===== src/rtl/bp_sacc_csr_responder.sv =====
// CSR responder for the sacc accelerator tile. It serves one uncached BedRock command at a time
// and drives the datapath start/config. Message layout: {data, payload, size, addr, msg_type}, with msg_type in the LSBs.
module bp_sacc_csr_responder #(
    parameter int  paddr_width_p     = 40,
    parameter int  cce_block_width_p = 128,
    parameter int  payload_width_p   = 16,
    parameter int  cycle_cnt_width_p = 32,
    localparam int mem_hdr_width_lp  = payload_width_p + 3 + paddr_width_p + 4,
    localparam int mem_msg_width_lp  = cce_block_width_p + mem_hdr_width_lp
) (
    input  logic                        clk_i,
    input  logic                        reset_i,
    input  logic [mem_msg_width_lp-1:0] io_cmd_i,
    input  logic                        io_cmd_v_i,
    output logic                        io_cmd_ready_o,
    output logic [mem_msg_width_lp-1:0] io_resp_o,
    output logic                        io_resp_v_o,
    input  logic                        io_resp_yumi_i,
    output logic                        start_o,
    output logic [paddr_width_p-1:0]    a_addr_o,
    output logic [paddr_width_p-1:0]    b_addr_o,
    output logic [31:0]                 len_o,
    output logic                        busy_o,
    input  logic                        done_i,
    input  logic [63:0]                 result_i
);

    localparam logic [3:0] e_bedrock_mem_uc_rd = 4'd2;
    localparam logic [3:0] e_bedrock_mem_uc_wr = 4'd3;

    typedef struct packed {
        logic [payload_width_p-1:0] payload;
        logic [2:0]                 size;
        logic [paddr_width_p-1:0]   addr;
        logic [3:0]                 msg_type;
    } mem_hdr_s;

    typedef struct packed {
        logic [cce_block_width_p-1:0] data;
        mem_hdr_s                     header;
    } mem_msg_s;

    typedef enum logic {
        e_ready = 1'b0,
        e_resp  = 1'b1
    } state_e;

    state_e   state;
    logic     ready;
    logic     resp_v;
    mem_msg_s resp;
    mem_msg_s cmd;

    logic [paddr_width_p-1:0]     a_addr;
    logic [paddr_width_p-1:0]     b_addr;
    logic [31:0]                  len;
    logic                         busy;
    logic                         done;
    logic                         start;
    logic [63:0]                  result;
    logic [cycle_cnt_width_p-1:0] cycles;

    logic                         accept;
    logic                         mapped;
    logic [2:0]                   idx;
    logic                         is_rd;
    logic                         is_wr;
    logic                         wr_fire;
    logic                         done_fire;
    logic                         start_fire;
    logic [63:0]                  wdata;
    logic [63:0]                  rd_val;
    logic [cce_block_width_p-1:0] resp_data;
    logic                         unused_data;

    assign cmd         = mem_msg_s'(io_cmd_i);
    assign wdata       = cmd.data[63:0];
    assign unused_data = ^cmd.data[cce_block_width_p-1:64];

    assign accept  = io_cmd_v_i & ready;
    assign idx     = cmd.header.addr[5:3];
    assign mapped  = (cmd.header.addr[2:0] == 3'b0) && (cmd.header.addr[11:6] == 6'b0);
    assign is_rd   = (cmd.header.msg_type == e_bedrock_mem_uc_rd);
    assign is_wr   = (cmd.header.msg_type == e_bedrock_mem_uc_wr);
    assign wr_fire = accept & is_wr & mapped;

    // Completion is applied before a coincident START write, so that write sees the datapath idle.
    assign done_fire  = done_i & busy;
    assign start_fire = wr_fire & (idx == 3'd3) & wdata[0] & (~busy | done_i);

    always_comb begin
        rd_val = '0;
        if (mapped) begin
            case (idx)
                3'd0:    rd_val[paddr_width_p-1:0]     = a_addr;
                3'd1:    rd_val[paddr_width_p-1:0]     = b_addr;
                3'd2:    rd_val[31:0]                  = len;
                3'd4:    rd_val[1:0]                   = {done, busy};
                3'd5:    rd_val                        = result;
                3'd6:    rd_val[cycle_cnt_width_p-1:0] = cycles;
                default: rd_val = '0;
            endcase
        end
    end

    always_comb begin
        resp_data = '0;
        if (is_rd) begin
            resp_data[63:0] = rd_val;
        end
    end

    // Command/response handshake: a command is taken when io_cmd_v_i & io_cmd_ready_o; the response
    // is held unchanged while io_resp_v_o is high and retired by io_resp_yumi_i.
    always_ff @(posedge clk_i) begin
        if (reset_i) begin
            state  <= e_ready;
            ready  <= 1'b1;
            resp_v <= 1'b0;
            resp   <= '0;
        end else begin
            case (state)
                e_ready: begin
                    if (accept) begin
                        state       <= e_resp;
                        ready       <= 1'b0;
                        resp_v      <= 1'b1;
                        resp.header <= cmd.header;
                        resp.data   <= resp_data;
                    end
                end
                e_resp: begin
                    if (io_resp_yumi_i) begin
                        state  <= e_ready;
                        ready  <= 1'b1;
                        resp_v <= 1'b0;
                    end
                end
                default: begin
                    state  <= e_ready;
                    ready  <= 1'b1;
                    resp_v <= 1'b0;
                end
            endcase
        end
    end

    always_ff @(posedge clk_i) begin
        if (reset_i) begin
            a_addr <= '0;
            b_addr <= '0;
            len    <= '0;
            busy   <= 1'b0;
            done   <= 1'b0;
            start  <= 1'b0;
            result <= '0;
            cycles <= '0;
        end else begin
            start <= start_fire;

            if (busy && (cycles != '1)) begin
                cycles <= cycles + 1'b1;
            end

            if (done_fire) begin
                busy   <= 1'b0;
                done   <= 1'b1;
                result <= result_i;
            end

            if (wr_fire) begin
                case (idx)
                    3'd0: a_addr <= wdata[paddr_width_p-1:0];
                    3'd1: b_addr <= wdata[paddr_width_p-1:0];
                    3'd2: len    <= wdata[31:0];
                    // W1C of done loses to a completion arriving in the same cycle.
                    3'd4: if (wdata[1] && !done_fire) done <= 1'b0;
                    default: ;
                endcase
            end

            if (start_fire) begin
                busy   <= 1'b1;
                done   <= 1'b0;
                cycles <= '0;
            end
        end
    end

    assign io_cmd_ready_o = ready;
    assign io_resp_v_o    = resp_v;
    assign io_resp_o      = resp;
    assign start_o        = start;
    assign a_addr_o       = a_addr;
    assign b_addr_o       = b_addr;
    assign len_o          = len;
    assign busy_o         = busy;

endmodule


===== config.mk =====
export PLATFORM = sky130hd
export DESIGN_NAME = bp_sacc_csr_responder
export DESIGN_NICKNAME = d
export VERILOG_FILES = /design/src/rtl/bp_sacc_csr_responder.sv
export SDC_FILE = /design/constraint.sdc
export NUM_CORES = 1
export LEC_CHECK = 0
export ABC_AREA = 1
export BUFFER_PORTS_ARGS = -buffer_cell sky130_fd_sc_hd__buf_2
export CAP_MARGIN = 20
export CORE_AREA = 3 3 222 224
export DETAILED_ROUTE_END_ITERATION = 8
export DIE_AREA = 0 0 225 227
export PLACE_DENSITY = 0.65
export SYNTH_ARGS = -nofsm -noshare
export SYNTH_HDL_FRONTEND = slang
export SYNTH_SLANG_ARGS = --single-unit

===== constraint.sdc =====
create_clock -name clk_i -period 1.8 [get_ports clk_i]
set_clock_uncertainty 0.05 [all_clocks]
set_input_delay 0.09 -clock clk_i [delete_from_list [all_inputs] [get_ports clk_i]]
set_output_delay 0.09 -clock clk_i [all_outputs]
set_load 0.01 [all_outputs]

# After elaboration in Yosys (flattened, before gate mapping)
# Index checks and enable logic that the tools add are counted.
[classes]
n_div = 0
shifts = 0
mux = 21
multipliers = 0
n_eq_ne = 11
magnitude_cmp = 0
addsub = 1
bitwise_logic = 10
n_reduce_logical = 14
[ops]
columns = ["operator", "count"]
rows = [
  ["30-bit one-hot mux with 5 select lines", 1],
  ["64-bit two-way mux", 2],
  ["32-bit by 1-bit adder with 32-bit output, second input constant", 1],
  ["32-bit != test, second input constant", 1],
  ["24-bit two-way mux", 1],
  ["8-bit one-hot mux with 3 select lines", 1],
  ["1-bit two-way mux", 12],
  ["2-bit one-hot mux with 6 select lines", 1],
  ["2-bit AND reduction", 5],
  ["3-bit equality test, second input constant", 3],
  ["4-bit by 2-bit equality test with 1-bit output, second input constant", 2],
  ["1-bit AND", 7],
  ["3-bit by 2-bit equality test with 1-bit output, second input constant", 2],
  ["3-bit zero test", 2],
  ["6-bit zero test", 1],
  ["1-bit one-hot mux with 2 select lines", 3],
  ["2-bit != test, second input constant", 2],
  ["3-bit by 1-bit equality test with 1-bit output, second input constant", 1],
  ["1-bit logical AND", 3],
  ["1-bit NOT", 2],
  ["2-bit nonzero test", 1],
  ["2-bit OR reduction", 1],
  ["1-bit zero test", 1],
  ["1-bit bitwise OR", 1],
]
[totals]
ram_bits = 0
ff_bits = 341
latchBits = 0
memories = 0
in_bits = 260
rom_bits = 0
out_inout_bits = 307
elab_cells = 73

# Depth between registers and ports, before layout
# Gate-level depths: netlist of the first run.
[logic_depth]
depth_word = 7
ltp_mapped = 12
depth_no_buf = 10

# Least setup slack after synthesis of the first run
# No wires, ideal clock.
[synth_timing]
path_type = "register to register"
startpoint = "register cycles[1]"
endpoint = "register cycles[21]"
synth_period_minus_slack_ps = 1686
arrival_ps = 1513
path_stages_with_launch = 12
required_ps = 1627
setup_slack_ps = 114
cell_sequence = "dfxtp_1 > ha_1 > nand2_2 > nor2_4 > nand2_4 > nor2_8 > nand2_4 > nand2_8 > inv_4 > buf_6 > nand2_1 > a21oi_2"
[synth_between]
elab_chain_cells = 2
elab_cells_between_ends = 3
classes_between = "add/sub (1); eq/ne (1); reduce/logical (1)"
[synth_lines]
columns = ["item", "line_no", "source"]
rows = [
  ["from (decl)", "61", "logic [cycle_cnt_width_p-1:0] cycles;"],
  ["from (signal assigned)", "162", "cycles <= cycles + 1'b1;"],
  ["branches (longest 2 deep; another with 32-bit by 1-bit adder with 32-bit output)", "-", ""],
]
# Several ways; the timed one is not identified.
# A chain may end at the register's enable or synchronous reset.

# Worst setup path after layout of the first run
[layout_timing]
startpoint = "input port io_cmd_i[7]"
endpoint = "register resp (netlist bit io_resp_o[76])"
[layout_between]
elab_chain_cells = 4
elab_cells_between_ends = 8
classes_between = "eq/ne (4); mux (3); reduce/logical (1)"
[layout_lines]
columns = ["item", "line_no", "source"]
rows = [
  ["from (decl)", "13", "input logic [mem_msg_width_lp-1:0] io_cmd_i,"],
  ["3-bit equality test, or another cell as far along", "94", "case (idx)"],
  ["30-bit one-hot mux with 5 select lines (*)", "94", ""],
  ["64-bit two-way mux (*)", "93", "if (mapped) begin"],
  ["64-bit two-way mux (*)", "108", "if (is_rd) begin"],
  ["to (decl)", "51", "mem_msg_s resp;"],
]
# Mark *: on every way between the ends. The rest lies on a longest branch, timed or not.

==> results of run 1 <==
## worst max-delay path by stage
stage                             endpoint  slack (ns)  depth (start not counted)
3_5_place_dp   io_resp_o[105]$_SDFFE_PP0P_       -0.26                         11
4_1_cts        io_resp_o[125]$_SDFFE_PP0P_       0.004                         12
3_3_place_gp   io_resp_o[121]$_SDFFE_PP0P_       -0.26                         11
2_1_floorplan      cycles[21]$_SDFFE_PP0P_        0.11                         11
5_1_grt         io_resp_o[76]$_SDFFE_PP0P_       -0.03                         13
6_report        io_resp_o[76]$_SDFFE_PP0P_       -0.01                         13
## sequential cells by signal (all words and copies together), names as in the netlist, 32 cells and up
| register | count |
|---|---|
| len_o | 32 |
| b_addr_o | 40 |
| result | 64 |
| cycles | 32 |
| a_addr_o | 40 |
| io_resp_o | 127 |
## report_power, final
| group | total, mW | switching [mW] | internal [mW] |
|---|---|---|---|
| Combinational | 1.73 | 0.979 | 0.748 |
| Sequential | 7.78 | 0.0771 | 7.70 |
| Clock | 8.13 | 3.32 | 4.81 |
| Total | 17.6 | 4.37 | 13.3 |
## per-stage QoR
step	area, um^2	worst slack, ns
after floorplan	15200	0.114
after global placement	17900	-0.263
after detailed placement	17900	-0.264
after CTS	21000	0.00436
after global routing	21600	-0.0296
final	21600	-0.0136
## worst max-delay path, stage by stage
cell and delay, ns:
dlygate4sd3_1 0.54, buf_4 0.14, inv_1 0.05, buf_4 0.14, ha_1 0.23, nand2_2 0.10, clkinv_4 0.09, buf_4 0.17
clkbuf_16 0.20, nand2_1 0.07, nand4_1 0.14, nand3_1 0.12, a21oi_1 0.06
## cells by family after synthesis
family	Yosys count
compound gates	410
fa+ha+maj	7
simple gates	1007
buf+inv	305
flops	341
xor+xnor	15
other cells	1
## metal layers
metal | up-vias | share of wire [%] | track usage [%]
met5 | - | 0 | 0
met1 | 7725 | 41 | 26.7
li1 | 7856 | - | -
met2 | 785 | 48 | 35.0
met4 | 0 | 3.4 | 7.38
met3 | 135 | 8.3 | 4.44
## timing repair
action	CTS	global route
endpoints found under the hold margin	264	0
gates cloned	0	14
hold buffers	173	0
pin swaps	1	10
gates resized for setup	3	54
setup endpoints to repair	41	188
setup buffers	2	13
## cell usage after synthesis (all sizes together), types with 7 or more instances
| cell | n | area, um^2 |
|---|---|---|
| buf | 123 | 846 |
| xor2 | 13 | 114 |
| inv | 99 | 374 |
| clkbuf | 83 | 312 |
| a21oi | 245 | 1300 |
| nand2 | 523 | 2030 |
| o21ai | 141 | 706 |
| dfxtp | 341 | 6830 |
| o22ai | 20 | 125 |
| nand3 | 182 | 911 |
| ha | 7 | 87.6 |
| nand4 | 24 | 150 |
| nor2 | 271 | 1060 |
## cell type report
type                            count  area, um^2
Fill cell                        4663       25900
Sequential cell                   341        6840
Tap cell                          615         769
Timing Repair Buffer              707        5340
Antenna cell                        1        2.50
Clock inverter                     18         199
Multi-Input combinational cell   1503        6980
Inverter                           99         383
Clock buffer                       49        1110
==> flow_summary.toml, run 1 <==
[outcome]
status = "complete, but fails checks"
violations = "negative setup slack"

[final_layout]
final_cell_mix = "499 x nand2_1, 412 x buf_2, 335 x dfxtp_1"
final_common_cell = "nand2_1"
area_growth_pct = 44.7
drive_above_1_share_pct = 25.0
fin_nets = 2959
final_cells = 3333
post-route-util_pct = 45.5

[placement]
hpwlAfterDp_um = 39600
dp.cells = 3063
gp_congestion = 0.916
io_buffers = 414

[timing]
rsz0062_at_grt = "yes"
post-route-period-util_pct = 101
final-hold-violation-count = 0
maxSlewHeadroom_pct = 55.7
finalSetupViolCount = 1
period_minus_slack_ns = 1.81
whs_ns = 0.144
setup-tns-final_ns = -0.0136
maxSlewViolCount = 0
max_freq_ghz = 0.551
fin_ws_ns = -0.0136
worst_pin_slew_ns = 0.665

[job]
max-cap-violations = 0

[worst_setup_path]
start_kind = "input pin"
rrSetupSlack_ns = 0.06
critPathCaptureType = "register"
crit_start = "io_cmd_i[7]"
cp.arrival_ns = 2.18
worstPathMaxFanout = 21
r2r_cells = 8
rr_endpoint = "io_resp_o[79]$_SDFFE_PP0P_"
worstSetupPathType = "input pin to register"
r2r_start = "io_cmd_ready_o$_SDFFE_PP1P_"
cp.required_ns = 2.16

[die]
boundaryPins = 567
die_w_um = 225
die_area_mm2 = 0.0511
fp.coreArea_mm2 = 0.0475
core.rowCount = 80
fp.dieH_um = 227
initial_core_util_pct = 31.4

[logic_synthesis]
synth_top_family_by_area = "simple AND/OR/NAND/NOR gates"
yosys.area_share.adder_pct = 0.586
synth_edf_count = 0
synthMuxAreaShare_pct = 0
yosys_warnings = 0
synth_cell_types = 38
ys.flop_type = "dfxtp_1"
synthesis.instances = 2086
synth_compound_area_share_pct = 14.5
synthXorXnorAreaFrac_pct = 0.880
ys_ff_latch = 341
synth_simple_gate_area_share_pct = 28.1
async_reset_ff_share_pct = 0
synth_area_mm2 = 0.0149
yosysSeqAreaShare_pct = 45.7
postSynthAreaPerCell_um2 = 7.16

[drt]
totalWireLength_um = 59700
via_count = 16500
ant_nets = 0
route.detailed.drc = 0
first_pass_iters = 6
drtIter0Drc = 1296
vias_per_cell = 4.95
wire_per_inst_um = 17.9

[global_route]
antenna_found_initial = 0
grt_first_pass_wirelength_um = 85100
grt_start_max_net_pins = 96
grt_remaining_overflow = 0
grt_pass1_vias = 15400
grtUsageTotal_pct = 20.8

[min_path]
hp-class = "input pin to register"
hp-start = "io_cmd_i[8]"
worstHoldEndpoint = "busy_o$_SDFFE_PP0P_"
holdPathStages = 5

[clocking]
root_buffer = "clkbuf_16"
cts_sinks = 341
h-tree-depth = 2
cts_tree = "done"
cts.clk_slew.worst_paths_ns = 0.07
cts_buffer_depth = 3
cts_buffers = 40
worstSkewPairLatency_ns = 0.55

[power_and_ir_drop]
powerDensity_mw_per_mm2 = 816
total_power_mw = 17.6
leakage_nw = 9.16
peakVddDrop_mv = 0.729
(Power assumes the default switching activity.)
==> inputs of run 2 (changes only) <==
--- a/config.mk
+++ b/config.mk
@@ -6,12 +6,12 @@
 export NUM_CORES = 1
 export LEC_CHECK = 0
 export ABC_AREA = 1
-export BUFFER_PORTS_ARGS = -buffer_cell sky130_fd_sc_hd__buf_2
 export CAP_MARGIN = 20
 export CORE_AREA = 3 3 222 224
 export DETAILED_ROUTE_END_ITERATION = 8
 export DIE_AREA = 0 0 225 227
-export PLACE_DENSITY = 0.65
+export DONT_BUFFER_PORTS = 1
+export PLACE_DENSITY = 0.55
 export SYNTH_ARGS = -nofsm -noshare
 export SYNTH_HDL_FRONTEND = slang
 export SYNTH_SLANG_ARGS = --single-unit
==> run 2 against run 1 <==
The run ends with negative hold slack left; fmax rose by 5.8%; critical path depth fell by 6; core utilization fell by 5.8 points; clock power fell by 1%; non-clock buffer count fell by 450; highest routed layer is now met5.
==> flow_summary.toml, run 2 (synthesized netlist as in run 1, its figures left out) <==
[min_path]
holdPathStages = 1
hp-class = "input pin to register"
worstHoldEndpoint = "io_resp_o[110]$_SDFFE_PP0P_"
hp-start = "reset_i"

[worst_setup_path]
start_kind = "register"
critPathCaptureType = "register"
r2r_cells = 7
cp.required_ns = 2.24
worstPathMaxFanout = 60
cp.arrival_ns = 2.16
rr_endpoint = "io_resp_o[2]$_SDFFE_PP0P_"
r2r_start = "io_cmd_ready_o$_SDFFE_PP1P_"
critPathSlowestCell = "dlygate4sd3_1"
cpPeakStageDelay_ns = 0.59
timing.critical_path.cells = "nand2_1 -> inv_2 -> nand2_4 -> buf_12 -> o21ai_1 -> dlygate4sd3_1 -> nor2_1"
crit_family = "buffers and inverters"
worst-path-buf-inv = 3
worstSetupPathType = "register to register"
rrSetupSlack_ns = 0.09

[timing]
maxSlewHeadroom_pct = 53.5
whs_ns = -0.456
max_freq_ghz = 0.583
setup-tns-final_ns = 0
final-hold-violation-count = 178
post-route-period-util_pct = 95.3
fin_ws_ns = 0.0851
rsz0062_at_grt = "no"
finalSetupViolCount = 0
worst_pin_slew_ns = 0.695
period_minus_slack_ns = 1.71
maxSlewViolCount = 0

[clocking]
root_buffer = "clkbuf_16"
h-tree-depth = 2
worstSkewPairLatency_ns = 0.58
cts_buffer_depth = 3
cts.clk_slew.worst_paths_ns = 0.06
cts_sinks = 341
cts_tree = "done"
cts_buffers = 39

[global_route]
grtUsageTotal_pct = 19.7
top_usage_layer = "met2"
grt_first_pass_wirelength_um = 78200
antenna_found_initial = 5
met2_usage_pct = 31.7
grt_start_max_net_pins = 181
use_met1_pct = 24.6
use_met3_pct = 6.59
grt_pass1_vias = 13100
grt_remaining_overflow = 0

[final_layout]
final_cell_mix = "502 x nand2_1, 338 x dfxtp_1, 260 x nor2_1"
final_common_cell = "nand2_1"
drive_above_1_share_pct = 9.41
nFillCells = 4871
largest_reg_flops = 127
fin_nets = 2509
post-route-util_pct = 39.7
final_cells = 2882
area_growth_pct = 26.3

[placement]
hpwlAfterDp_um = 37600
dp.cells = 2639
gp_congestion = 0.942
dpl_worst_slack_ns = 0.00680
io_buffers = 0

[power_and_ir_drop]
leakage_nw = 6.89
powerDensity_mw_per_mm2 = 907
peakVddDrop_mv = 0.712

[die]
initial_core_util_pct = 31.4
fp.coreArea_mm2 = 0.0475
fp.dieH_um = 227
boundaryPins = 567
die_w_um = 225
die_area_mm2 = 0.0511
core.rowCount = 80

[outcome]
status = "complete, but fails checks"
violations = "negative hold slack"

[drt]
vias_per_cell = 4.98
wire_per_inst_um = 19.0
drtIter0Drc = 1200
route.detailed.drc = 0
totalWireLength_um = 54700
ant_nets = 0
first_pass_iters = 5
via_count = 14400

[job]
max-cap-violations = 0
==> run 2: area by class of cell <==
cell class | instances | area [um^2] | area share [%]
Tap cell | 615 | 769 | 4.08
Inverter | 99 | 380 | 2.02
Timing Repair Buffer | 257 | 2690 | 14.3
Clock inverter | 12 | 200 | 1.06
Antenna cell | 3 | 7.51 | 0.0398
Sequential cell | 341 | 6830 | 36.2
Clock buffer | 51 | 1090 | 5.79
Multi-Input combinational cell | 1504 | 6890 | 36.5
==> run 2: how the worst max path moves through the flow <==
| stage | start | to | slack, ns | cells after the start |
|---|---|---|---|---|
| finish | io_cmd_ready_o$_SDFFE_PP1P_ | io_resp_o[2]$_SDFFE_PP0P_ | 0.09 | 7 |
| global route | cycles[0]$_SDFFE_PP0P_ | cycles[13]$_SDFFE_PP0P_ | 0.002 | 10 |
| CTS | cycles[0]$_SDFFE_PP0P_ | cycles[25]$_SDFFE_PP0P_ | 0.004 | 10 |
| detailed placement | cycles[0]$_SDFFE_PP0P_ | cycles[6]$_SDFFE_PP0P_ | 0.007 | 10 |
| global placement | cycles[0]$_SDFFE_PP0P_ | cycles[29]$_SDFFE_PP0P_ | 0.05 | 10 |
| floorplan | cycles[1]$_SDFFE_PP0P_ | cycles[21]$_SDFFE_PP0P_ | 0.11 | 11 |
==> run 2: worst register-to-register path, cell delays in order (launching register included) <==
cell,delay [ns]
dfxtp_1,0.31
nand2_1,0.09
inv_2,0.06
nand2_4,0.08
buf_12,0.26
o21ai_1,0.12
dlygate4sd3_1,0.59
nor2_1,0.09
==> run 2: timing repair <==
| action | CTS | global route |
|---|---|---|
| resized for setup | 1 | 17 |
| endpoints found under the setup margin | 4 | 159 |
| endpoints found under the hold margin | 309 | 178 |
| cloned | 0 | 3 |
| setup buffers | 0 | 4 |
| hold buffers | 134 | 36 |
| pin swaps | 0 | 3 |
==> run 2: through the flow <==
stage	area (um^2)	power, mW
2_1_floorplan	15200	8.71
3_3_place_gp	15700	8.81
3_5_place_dp	15700	8.83
4_1_cts	18400	17.2
5_1_grt	18900	17.7
6_report	18900	17.1
==> run 2: power by group <==
group / internal [mW] / total [mW] / switching, mW
logic: 0.477 / 1.16 / 0.678
registers: 7.70 / 7.89 / 0.191
clock network: 4.74 / 8.05 / 3.31
==> run 2: metal layers <==
| metal | vias up | part of all wire, % |
|---|---|---|
| met5 | - | 0.062 |
| met3 | 110 | 9.2 |
| li1 | 6960 | - |
| met4 | 6 | 3.2 |
| met1 | 6709 | 41 |
| met2 | 581 | 47 |
